[src/rtl/infifo_read_sequencer_pkg.sv]
// Shared state encodings and default geometry for the inFIFO read sequencer.
package infifo_read_sequencer_pkg;

  typedef enum logic [1:0] {
    IDLE  = 2'd0,
    READ  = 2'd1,
    DRAIN = 2'd2
  } rs_state_e;

  // Geometry shared with inFIFO_ne_asmmod
  localparam int DEF_ADDRESSWIDTH = 5;
  localparam int DEF_READROWS     = 16;
  localparam int DEF_RDLAT        = 1;
  localparam int DEF_FCW          = 16;

endpackage

[src/rtl/infifo_read_sequencer_tag_pipe.sv]
// RDLAT-deep delay line carrying {issued, row, first, last} alongside the FIFO read latency.
module rd_tag_pipe
  import infifo_read_sequencer_pkg::*;
#(
  parameter int ADDRESSWIDTH = DEF_ADDRESSWIDTH,
  parameter int RDLAT        = DEF_RDLAT
) (
  input  logic                    clk,
  input  logic                    rst,
  input  logic                    in_valid,
  input  logic [ADDRESSWIDTH-1:0] in_idx,
  input  logic                    in_first,
  input  logic                    in_last,
  output logic                    out_valid,
  output logic [ADDRESSWIDTH-1:0] out_idx,
  output logic                    out_first,
  output logic                    out_last
);

  logic [RDLAT-1:0]        valid_r;
  logic [ADDRESSWIDTH-1:0] idx_r   [RDLAT];
  logic                    first_r [RDLAT];
  logic                    last_r  [RDLAT];

  // Shift valid every cycle; tags only advance with a valid beat so row_idx holds the last row
  always_ff @(posedge clk) begin
    if (!rst) begin
      valid_r <= '0;
      for (int i = 0; i < RDLAT; i++) begin
        idx_r[i]   <= '0;
        first_r[i] <= 1'b0;
        last_r[i]  <= 1'b0;
      end
    end else begin
      valid_r[0] <= in_valid;
      if (in_valid) begin
        idx_r[0]   <= in_idx;
        first_r[0] <= in_first;
        last_r[0]  <= in_last;
      end
      for (int i = 1; i < RDLAT; i++) begin
        valid_r[i] <= valid_r[i-1];
        if (valid_r[i-1]) begin
          idx_r[i]   <= idx_r[i-1];
          first_r[i] <= first_r[i-1];
          last_r[i]  <= last_r[i-1];
        end
      end
    end
  end

  assign out_valid = valid_r[RDLAT-1];
  assign out_idx   = idx_r[RDLAT-1];
  assign out_first = valid_r[RDLAT-1] & first_r[RDLAT-1];
  assign out_last  = valid_r[RDLAT-1] & last_r[RDLAT-1];

endmodule

[src/rtl/infifo_read_sequencer.sv]
// Read-side controller for inFIFO_ne: walks RA 0..READROWS-1 per frame, paced by dec_ready,
// queues at most one extra frame and tags each returned row for the decoder load FSM.
module infifo_read_sequencer
  import infifo_read_sequencer_pkg::*;
#(
  parameter int ADDRESSWIDTH = DEF_ADDRESSWIDTH,
  parameter int READROWS     = DEF_READROWS,
  parameter int RDLAT        = DEF_RDLAT,
  parameter int FCW          = DEF_FCW
) (
  input  logic                    clk,
  input  logic                    rst,
  input  logic                    load_start,
  input  logic                    dec_ready,
  output logic                    rd_en,
  output logic [ADDRESSWIDTH-1:0] RA,
  output logic                    dout_valid,
  output logic [ADDRESSWIDTH-1:0] row_idx,
  output logic                    frame_first,
  output logic                    frame_last,
  output logic                    busy,
  output logic                    frame_done,
  output logic                    overrun,
  output logic [FCW-1:0]          frame_count
);

  localparam logic [ADDRESSWIDTH-1:0] LAST_ROW = ADDRESSWIDTH'(READROWS - 1);

  rs_state_e               state_r;
  logic [ADDRESSWIDTH-1:0] rd_ptr_r;
  logic                    pending_r;
  logic                    overrun_r;
  logic [7:0]              drain_cnt_r;
  logic [FCW-1:0]          frame_count_r;

  assign rd_en = (state_r == READ) & dec_ready;
  assign RA    = rd_ptr_r;

  // Frame sequencing, one-deep pending queue, overrun flag and delivered-frame counter
  always_ff @(posedge clk) begin
    if (!rst) begin
      state_r       <= IDLE;
      rd_ptr_r      <= '0;
      pending_r     <= 1'b0;
      overrun_r     <= 1'b0;
      drain_cnt_r   <= 8'd0;
      frame_count_r <= '0;
    end else begin
      case (state_r)
        IDLE: begin
          if (load_start | pending_r) begin
            state_r   <= READ;
            rd_ptr_r  <= '0;
            pending_r <= pending_r & load_start;
          end
        end
        READ: begin
          // Pointer parks on the last row so RA never wraps inside a frame
          if (rd_en) begin
            if (rd_ptr_r == LAST_ROW) begin
              state_r     <= DRAIN;
              drain_cnt_r <= 8'd0;
            end else begin
              rd_ptr_r <= rd_ptr_r + ADDRESSWIDTH'(1);
            end
          end
        end
        DRAIN: begin
          if (drain_cnt_r == 8'(RDLAT - 1)) begin
            state_r <= IDLE;
          end else begin
            drain_cnt_r <= drain_cnt_r + 8'd1;
          end
        end
        default: state_r <= IDLE;
      endcase

      if ((state_r != IDLE) && load_start) begin
        if (!pending_r) begin
          pending_r <= 1'b1;
        end else begin
          overrun_r <= 1'b1;
        end
      end

      if (frame_done) begin
        frame_count_r <= frame_count_r + FCW'(1);
      end
    end
  end

  rd_tag_pipe #(
    .ADDRESSWIDTH(ADDRESSWIDTH),
    .RDLAT       (RDLAT)
  ) u_tag_pipe (
    .clk      (clk),
    .rst      (rst),
    .in_valid (rd_en),
    .in_idx   (rd_ptr_r),
    .in_first (rd_ptr_r == '0),
    .in_last  (rd_ptr_r == LAST_ROW),
    .out_valid(dout_valid),
    .out_idx  (row_idx),
    .out_first(frame_first),
    .out_last (frame_last)
  );

  assign frame_done  = dout_valid & frame_last;
  assign busy        = (state_r != IDLE) | pending_r;
  assign overrun     = overrun_r;
  assign frame_count = frame_count_r;

endmodule

[config.mk]
export PLATFORM = sky130hd
export DESIGN_NAME = infifo_read_sequencer
export DESIGN_NICKNAME = d
export VERILOG_FILES = /design/src/rtl/infifo_read_sequencer_pkg.sv /design/src/rtl/infifo_read_sequencer_tag_pipe.sv /design/src/rtl/infifo_read_sequencer.sv
export SDC_FILE = /design/constraint.sdc
export NUM_CORES = 1
export LEC_CHECK = 0
export ABC_AREA = 1
export CAP_MARGIN = 5
export CORE_MARGIN = 4
export CORE_UTILIZATION = 40
export CTS_CLUSTER_SIZE = 20
export DETAILED_ROUTE_END_ITERATION = 8
export PLACE_DENSITY = 0.61
export SYNTH_ARGS = -nofsm -noshare
export SYNTH_HDL_FRONTEND = slang
export SYNTH_SLANG_ARGS = --single-unit
[constraint.sdc]
create_clock -name clk -period 1.95 [get_ports clk]
set_input_delay 0.39 -clock clk [delete_from_list [all_inputs] [get_ports clk]]
set_output_delay 0.39 -clock clk [all_outputs]
set_load 0.02 [all_outputs]
**After elaboration in Yosys (flattened, before gate mapping)**

Memories as Yosys holds them, arrays and structs flattened.
Index checks and enable logic that the tools add are counted.

- Mux-type cells: 27
- Equal/unequal tests: 9
- Add/sub/neg operators: 3
- Bitwise gates (word level): 7
- Reduce and logical (&&, ||, !) cells: 14

Operators by type and width:

| operator | number |
|---|---|
| $mux 8 | 3 |
| $mux 5 | 4 |
| $add 16x1->16 const B | 1 |
| $pmux 8 s2 | 1 |
| $mux 1 | 13 |
| $reduce_and 4->1 | 3 |
| $pmux 5 s2 | 1 |
| $add 8x1->8 const B | 1 |
| $logic_not 8->1 | 1 |
| $mux 2 | 4 |
| $ne 2x2->1 const B | 4 |
| $pmux 2 s3 | 1 |
| $reduce_bool 2->1 | 3 |
| $add 5x1->5 const B | 1 |
| $and 1x1->1 | 5 |
| $eq 5x4->1 const B | 1 |
| $logic_not 5->1 | 1 |
| $reduce_or 5->1 | 1 |
| $ne 2x1->1 const B | 2 |
| $eq 2x1->1 const B | 1 |
| $eq 2x2->1 const B | 1 |
| $logic_not 2->1 | 1 |
| $or 1x1->1 | 2 |
| $reduce_and 2->1 | 1 |
| other kinds (2) | 3 |

- Output and inout bits: 33
- Memories: 3
- Input port bits: 4
- Bits in registers: 34
- Bits in writable memories: 7
- Word-level logic and storage cells: 70

Memories:

| name | depth | bits a word | rd ports | clocked after memory_dff | write ports | line | source |
|---|---|---|---|---|---|---|---|
| u_tag_pipe.idx_r | 1 | 5 | 1 | 0 | 1 | infifo_read_sequencer_tag_pipe.sv:21 | `logic [ADDRESSWIDTH-1:0] idx_r [RDLAT];` |
| u_tag_pipe.first_r | 1 | 1 | 1 | 0 | 1 | infifo_read_sequencer_tag_pipe.sv:22 | `logic first_r [RDLAT];` |
| u_tag_pipe.last_r | 1 | 1 | 1 | 0 | 1 | infifo_read_sequencer_tag_pipe.sv:23 | `logic last_r [RDLAT];` |

**Longest topological paths before layout**

Gate-level depths: netlist (run 1).

- Word-level depth: 7
- Depth in mapped cells: 10
- Depth with buffers taken out: 10

**Modules after synthesis**

Synthesis (run 1) repeated with hierarchy kept, for this count alone.

- Cells, all modules: 304
- Area, all modules: 2,118.3 um^2

By module, submodules not included:

| module | seq. area each (um^2) | cells each | area an instance (um^2) | instances |
|---|---|---|---|---|
| infifo_read_sequencer | 660.6 | 274 | 1,803.0 | 1 |
| rd_tag_pipe | 230.2 | 30 | 315.3 | 1 |

**Worst setup path after synthesis (run 1)**

No wires, ideal clock.

- Path kind: flip-flop to flip-flop
- From: reg rd_ptr_r[0] (netlist: RA[0])
- To: reg rd_ptr_r[2] (netlist: RA[2])
- Period minus slack after synthesis: 1.620 ns
- Required time: 1.833 ns
- Cell stages (with the launch flop): 9
- Path buffers: 0
- Arrival: 1.503 ns
- Slack: 0.330 ns
- Library setup time: 0.117 ns
- Path through: dfxtp_1 -> ha_1 -> inv_1 -> nor3_1 -> ha_1 -> a21oi_1 -> o211ai_4 -> o21ai_0 -> nor2_1

- Longest elaborated chain between the ends: 4
- Elaborated cells on any way between the ends: 7
- Those cells by class: 1 x add/sub; 2 x eq/ne; 3 x mux; 1 x reduce/logical

RTL lines:

| what | line | source |
|---|---|---|
| start, declared | infifo_read_sequencer.sv:30 | `logic [ADDRESSWIDTH-1:0] rd_ptr_r;` |
| start signal, assigned | infifo_read_sequencer.sv:64 | `rd_ptr_r <= rd_ptr_r + ADDRESSWIDTH'(1);` |
| $add 5x1->5 | infifo_read_sequencer.sv:64 |  |
| $mux 5 | infifo_read_sequencer.sv:60 | `if (rd_ptr_r == LAST_ROW) begin` |
| $mux 5 | infifo_read_sequencer.sv:59 | `if (rd_en) begin` |
| $pmux 5 s2 | infifo_read_sequencer.sv:49 | `case (state_r)` |

Several ways; a longest one is shown, not always the timed one. The select of a mux whose other input is x is not followed.
A chain may end at the register's enable or synchronous reset.

**Final worst setup path (run 1)**

- From: reg state_r[0]
- To: out busy

- Longest elaborated chain between the ends: 2

RTL lines:

| what | line | source |
|---|---|---|
| start, declared | infifo_read_sequencer.sv:29 | `rs_state_e state_r;` |
| start signal, assigned | infifo_read_sequencer.sv:42 | `state_r <= IDLE;` |
| start signal, assigned | infifo_read_sequencer.sv:52 | `state_r <= READ;` |
| start signal, assigned | infifo_read_sequencer.sv:61 | `state_r <= DRAIN;` |
| $reduce_bool 2->1 | infifo_read_sequencer.sv:109 | `assign busy = (state_r != IDLE) \| pending_r;` |
| $or 1x1->1 | infifo_read_sequencer.sv:109 |  |
| end, declared | infifo_read_sequencer.sv:21 | `output logic busy,` |

No other way between the ends.

==> impl_metrics.yaml, run 1 <==
synthesis:
  synth_compound_area_share_pct: 10.8
  post_synth_and_or_nand_nor_area_fraction_pct: 33.6
  muxShareOfSynthArea_pct: 0
  netlist_area_sq_um: 2120
  yosys.area.top_type: "dfxtp_1"
  yosys_warnings: 0
  synthTopCellsByArea: "dfxtp_1 (32%), edfxtp_1 (9.9%), nand2_1 (9.9%)"
  syn_inst: 294
  avgSynthCellArea_sq_um: 7.22
  syn-num-nets: 304
  synth_cell_types: 31
  synthAdderAreaFrac_pct: 3.54
  ys_ff_latch: 41
  synth_top_family_by_area: "simple AND/OR/NAND/NOR gates"
  yosysSeqAreaShare_pct: 42.0
  synth_xor_area_share_pct: 0.413
  synth_top_area_share_pct: 32.1
critical_path:
  worstPathMaxFanout: 6
  worst_setup_path_end_kind: "output port"
  crit_arrival_ps: 1470
  crit_type: "reg2out"
  crit_chain: "nor2_1, nand2_1, clkdlybuf4s50_1"
  r2r_cells: 8
  cp.required_ps: 1560
  max_stage_delay_ps: 600
  startpoint_type: "flop"
  critPathSlowestCell: "clkdlybuf4s50_1"
global_routing:
  grt-ovfl-total: 0
  grt_pass1_wl_mm: 7.65
  grt_usage_pct: 14.8
  antenna_found_initial: 0
  grt_max_degree: 15
  grt_pass1_vias: 1701
power_and_ir_drop:
  power_density_nw_per_um2: 616
  leakage_nw: 1.10
  ir_drop_mv: 0.636
route:
  drtAntennaViolNets: 0
  drc_errors: 0
  met3WireLength_microns: 213
  routed.top_layer: "met4"
  m1WireLength_mm: 2.24
  drtIter0Drc: 76
  wl_met2_mm: 2.00
  drt_wl_total_mm: 4.52
  drt_pass1_iterations: 4
  wl_per_cell_microns: 11.0
  vias_per_cell: 4.56
  routed-via-count: 1871
sta:
  fin_crit_sh_pct: 95.2
  fin_skew_ps: 4.06
  rsz0062_at_grt: "no"
  slew-limit-headroom_pct: 74.2
  setup_slack_ps: 94.4
  max_freq_mhz: 539
  drv_slew: 0
  timing.hold.ws_ps: 471
  fin_crit_ps: 1860
  hold_viol: 0
  worst_pin_slew_ps: 385
  setup_viol: 0
cts:
  worstSkewPairLatency_ps: 290
  post_cts_buffers: 0
  cts_buffers: 5
  path_clk_slew_ps: 80
  cts-resized-gates: 4
  clkSinkCount: 41
  ctsRootBufferMaster: "clkbuf_8"
  cts_tree: "built"
  cts_max_level: 2
  hold_buffers: 0
  cts_buffer_depth: 2
place:
  portBuffers: 36
  place_ws_ps: -142
  dpl.hpwl_mm: 3.45
  gp_congestion: 0.816
cells_and_area:
  final_core_util_pct: 52.2
  register_area_sq_um: 892
  drive_gt1_share_pct: 8.82
  final_net_count: 349
  fill_cells: 545
  syn2layout_area_growth_pct: 26.5
  multi_input_area_sq_um: 1030
  diodes: 0
hold_path:
  min_path_cells: 1
  hold_class: "reg2reg"
floorplanning:
  die_area_sq_um: 6530
  rows: 26
  die_width_microns: 80.8
  ios: 37
  initial_core_util_pct: 41.3
  die_h_microns: 80.8
  core_area_sq_um: 5140
outcome:
  outcome: "completed"
job:
  maxCapViolations: 0
==> stage by stage <==
stage | total power, W | instances | cell area, sq um | setup TNS [ps]
finish | 0.00165 | 410 | 2690 | 0
global route | 0.00173 | 410 | 2690 | 0
CTS | 0.00168 | 410 | 2690 | 0
detailed placement | 0.00110 | 402 | 2590 | -142
global placement | 0.00110 | 402 | 2590 | -135
floorplan | 0.00102 | 294 | 2120 | 0
==> synth_stat cells, drive strengths merged <==
cell and n:
a21boi 1, a21oi 21, buf 2, clkbuf 2, dfxtp 34, edfxtp 7, ha 6, inv 49
nand2 62, nand3 24, nand3b 1, nand4 5, nor2 52, nor3 5, nor3b 3, o211ai 2
o21a 1, o21ai 14, o21bai 1, or2 1, xor2 1
==> layout make-up <==
type | count | share of cell area (%)
Clock inverter | 1 | 0.233
Tap cell | 70 | 3.26
Timing Repair Buffer | 42 | 15.0
Sequential cell | 41 | 33.2
Clock buffer | 7 | 3.22
Multi-Input combinational cell | 200 | 38.3
Inverter | 49 | 6.85
==> flip-flops by register name (all words and copies together) (netlist names) <==
register / cells
frame_count: 16
drain_cnt_r: 8
RA: 5
u_tag_pipe.idx_r: 5
state_r: 2
overrun: 1
pending_r: 1
u_tag_pipe.first_r: 1
u_tag_pipe.last_r: 1
u_tag_pipe.out_valid: 1
==> worst paths after layout <==
path | startpoint | end | slack (ps)
worst min-delay path | overrun | overrun | 470
worst max-delay path | state_r[0] | busy | 90
worst min register to register | overrun | overrun | 470
worst max register to register | RA[0] | RA[4] | 260
==> cells in the final DEF, fill, tap and decap left out, types with 2 or more instances in the layout <==
cell / netlist / final
nor3b_1: 3 / 3
clkdlybuf4s50_1: 0 / 33
ha_1: 6 / 6
nand4_1: 5 / 5
nor3_1: 3 / 3
edfxtp_1: 7 / 7
nand2_1: 56 / 56
nor2_1: 49 / 49
nor2_4: 2 / 2
inv_2: 2 / 2
nand2_4: 2 / 2
nand3_1: 24 / 24
a21oi_1: 20 / 20
buf_4: 1 / 6
dfxtp_1: 34 / 33
inv_1: 47 / 47
clkbuf_8: 0 / 6
dlygate4sd2_1: 0 / 3
nand2_2: 4 / 4
o21ai_0: 14 / 14
==> layer usage <==
metal	vias up	track usage, %
met5	-	0
met4	0	4.22
met3	7	3.55
met2	37	24.5
met1	804	19.1
li1	1023	-
==> critical path: cells and delay by family, from the launching register on <==
| kind | cells | cell delay, ps |
|---|---|---|
| AND/OR/NAND/NOR | 2 | 150 |
| buffers and inverters | 1 | 600 |
| flip-flops | 1 | 420 |
==> power breakdown <==
| part | leakage (nW) | internal [W] | switching (W) |
|---|---|---|---|
| Combinational | 0.701 | 0.0000748 | 0.000105 |
| Clock | 0.0488 | 0.000289 | 0.000289 |
| Sequential | 0.349 | 0.000880 | 0.0000162 |
==> kinds of logic (layout without fill, tap and decap cells) <==
logic type,count (synthesis),in the layout
flip-flops,41,41
AND/OR/NAND/NOR,153,153
adder cells (fa/ha/maj),6,6
XOR/XNOR,1,1
buffers and inverters,53,99
AO/OA/AOI/OAI,40,40
(Power assumes the default switching activity.)
==> run 2, diff against run 1 <==
Settings changed: GPL_ROUTABILITY_DRIVEN from default to 0, SYNTH_HIERARCHICAL from default to 1.
==> impl_metrics.yaml, run 2 <==
cts:
  cts_buffers: 5
  cts_tree: "built"
  cts_max_level: 2
  ctsRootBufferMaster: "clkbuf_8"
  cts_buffer_depth: 2
  post_cts_buffers: 0
  worstSkewPairLatency_ps: 290
  clkSinkCount: 41
  path_clk_slew_ps: 80
synthesis:
  async_flop_share_pct: 0
  synth_cell_types: 25
  yosys_warnings: 6
  netlist_area_sq_um: 2120
  yosysMostFrequentCell: "nand2_1"
  ys.flop_type: "dfxtp_1"
  syn-num-nets: 314
  synthTopCellsByCount: "nand2_1 (58), inv_1 (55), nor2_1 (43)"
  avgSynthCellArea_sq_um: 6.97
  synth_edf_count: 7
  ys_ff_latch: 41
  yosys.area.top_type: "dfxtp_1"
  yosysSeqAreaShare_pct: 42.1
  synthTopCellsByArea: "dfxtp_1 (32%), nand2_1 (10%), edfxtp_1 (9.9%)"
  synth_top_area_share_pct: 32.1
  syn_inst: 304
cells_and_area:
  final_common_cell: "nand2_1"
  syn2layout_area_growth_pct: 27.6
  final_net_count: 360
  final_cell_count_no_fill: 421
  diodes: 0
  fill_cells: 531
  drive_gt1_share_pct: 8.26
  layout_common_cells: "nand2_1 (58), inv_1 (55), nor2_1 (43)"
  register_area_sq_um: 891
  largest_reg_flops: 16
  multi_input_area_sq_um: 981
sta:
  drv_slew: 0
  worst_pin_slew_ps: 402
  timing.hold.ws_ps: 479
  fin_crit_ps: 1840
  max_freq_mhz: 544
  rsz0062_at_grt: "no"
  slew-limit-headroom_pct: 73.1
  fin_skew_ps: 8.18
  fin_crit_sh_pct: 94.3
  setup_viol: 0
  setup_slack_ps: 111
  hold_viol: 0
critical_path:
  worst_setup_path_end_kind: "output port"
  cp.required_ps: 1560
  startpoint_type: "flop"
  crit_arrival_ps: 1450
  worstPathMaxFanout: 4
  crit_type: "reg2out"
global_routing:
  grt_max_degree: 15
  grt_pass1_vias: 1746
  grt-ovfl-total: 0
  grt_usage_pct: 14.7
  antenna_found_initial: 0
  grt_pass1_wl_mm: 7.51
hold_path:
  hold_class: "reg2reg"
power_and_ir_drop:
  ir_drop_mv: 0.416
  leakage_nw: 1.12
  power_density_nw_per_um2: 648
  p_total_w: 0.00175
place:
  place_ws_ps: -90.3
  dpl.hpwl_mm: 3.45
  dp_cells: 413
  portBuffers: 36
route:
  drtAntennaViolNets: 0
  drtIter0Drc: 50
  drc_errors: 0
  drt_wl_total_mm: 4.54
  routed-via-count: 1971
  wl_per_cell_microns: 10.8
  vias_per_cell: 4.68
  drt_pass1_iterations: 4
job:
  maxCapViolations: 0
floorplanning:
  rows: 26
  die_area_sq_um: 6520
  initial_core_util_pct: 41.5
  ios: 37
  core_area_sq_um: 5110
  die_h_microns: 80.8
  die_width_microns: 80.8
outcome:
  outcome: "completed"
-- run 2: final cells by class --
| type | count | share of cell area [%] |
|---|---|---|
| clock inverter | 2 | 1.25 |
| sequential | 41 | 32.9 |
| inverter | 58 | 8.05 |
| multi-input combinational | 200 | 36.3 |
| clock buffer | 6 | 2.68 |
| timing repair buffer | 44 | 15.5 |
| tap | 70 | 3.24 |
-- run 2: worst paths after layout --
kind	startpoint	endpoint	slack, ps	depth (start not counted)
min reg2reg	overrun	overrun	480	1
max reg2reg	RA[0]	RA[0]	400	10
min	overrun	overrun	480	1
max	u_tag_pipe/out_valid	frame_first	110	4
-- run 2: through the flow --
| stage | area, sq um | TNS [ps] | utilization, % |
|---|---|---|---|
| after global routing | 2700 | 0 | 52.9 |
| after floorplan | 2120 | 0 | - |
| final | 2700 | 0 | 52.9 |
| after detailed placement | 2600 | -90.3 | 50.9 |
| after global placement | 2600 | -82.9 | 50.9 |
| after CTS | 2700 | 0 | 52.9 |
-- run 2: critical path: stages (launching register included) --
cell and delay, ps:
dfxtp_1 330, buf_4 130, nand2_1 50, inv_1 40, clkdlybuf4s50_1 610
-- run 2: repair_timing --
| action | in CTS | in global routing |
|---|---|---|
| endpoints found under the setup margin | 2 | 1 |
| hold buffers | 0 | 0 |
| gates resized for setup | 2 | 1 |
| hold endpoints to repair | 0 | 0 |
-- run 2: per-layer routing --
layer | up-vias | share of wire, % | GRT usage (%)
li1 | 1049 | - | -
met1 | 886 | 46 | 17.4
met2 | 30 | 48 | 25.7
met3 | 6 | 4.4 | 3.77
met4 | 0 | 1.2 | 5.57
met5 | - | 0 | 0
-- run 2: logic make-up (layout without fill, tap and decap cells) --
family,Yosys count,after routing,synth area share [%]
simple gates,151,151,32.0
fa+ha+maj,6,6,3.54
buf+inv,63,110,11.6
flops,41,41,42.1
xor+xnor,1,1,0.414
compound gates,42,42,10.4
-- run 2: power breakdown --
part,switching [W],total (W),internal (W),leakage [nW]
Clock,0.000298,0.000676,0.000378,0.0528
Combinational,0.000110,0.000185,0.0000745,0.723
Sequential,0.0000118,0.000892,0.000880,0.349
Total,0.000420,0.00175,0.00133,1.12
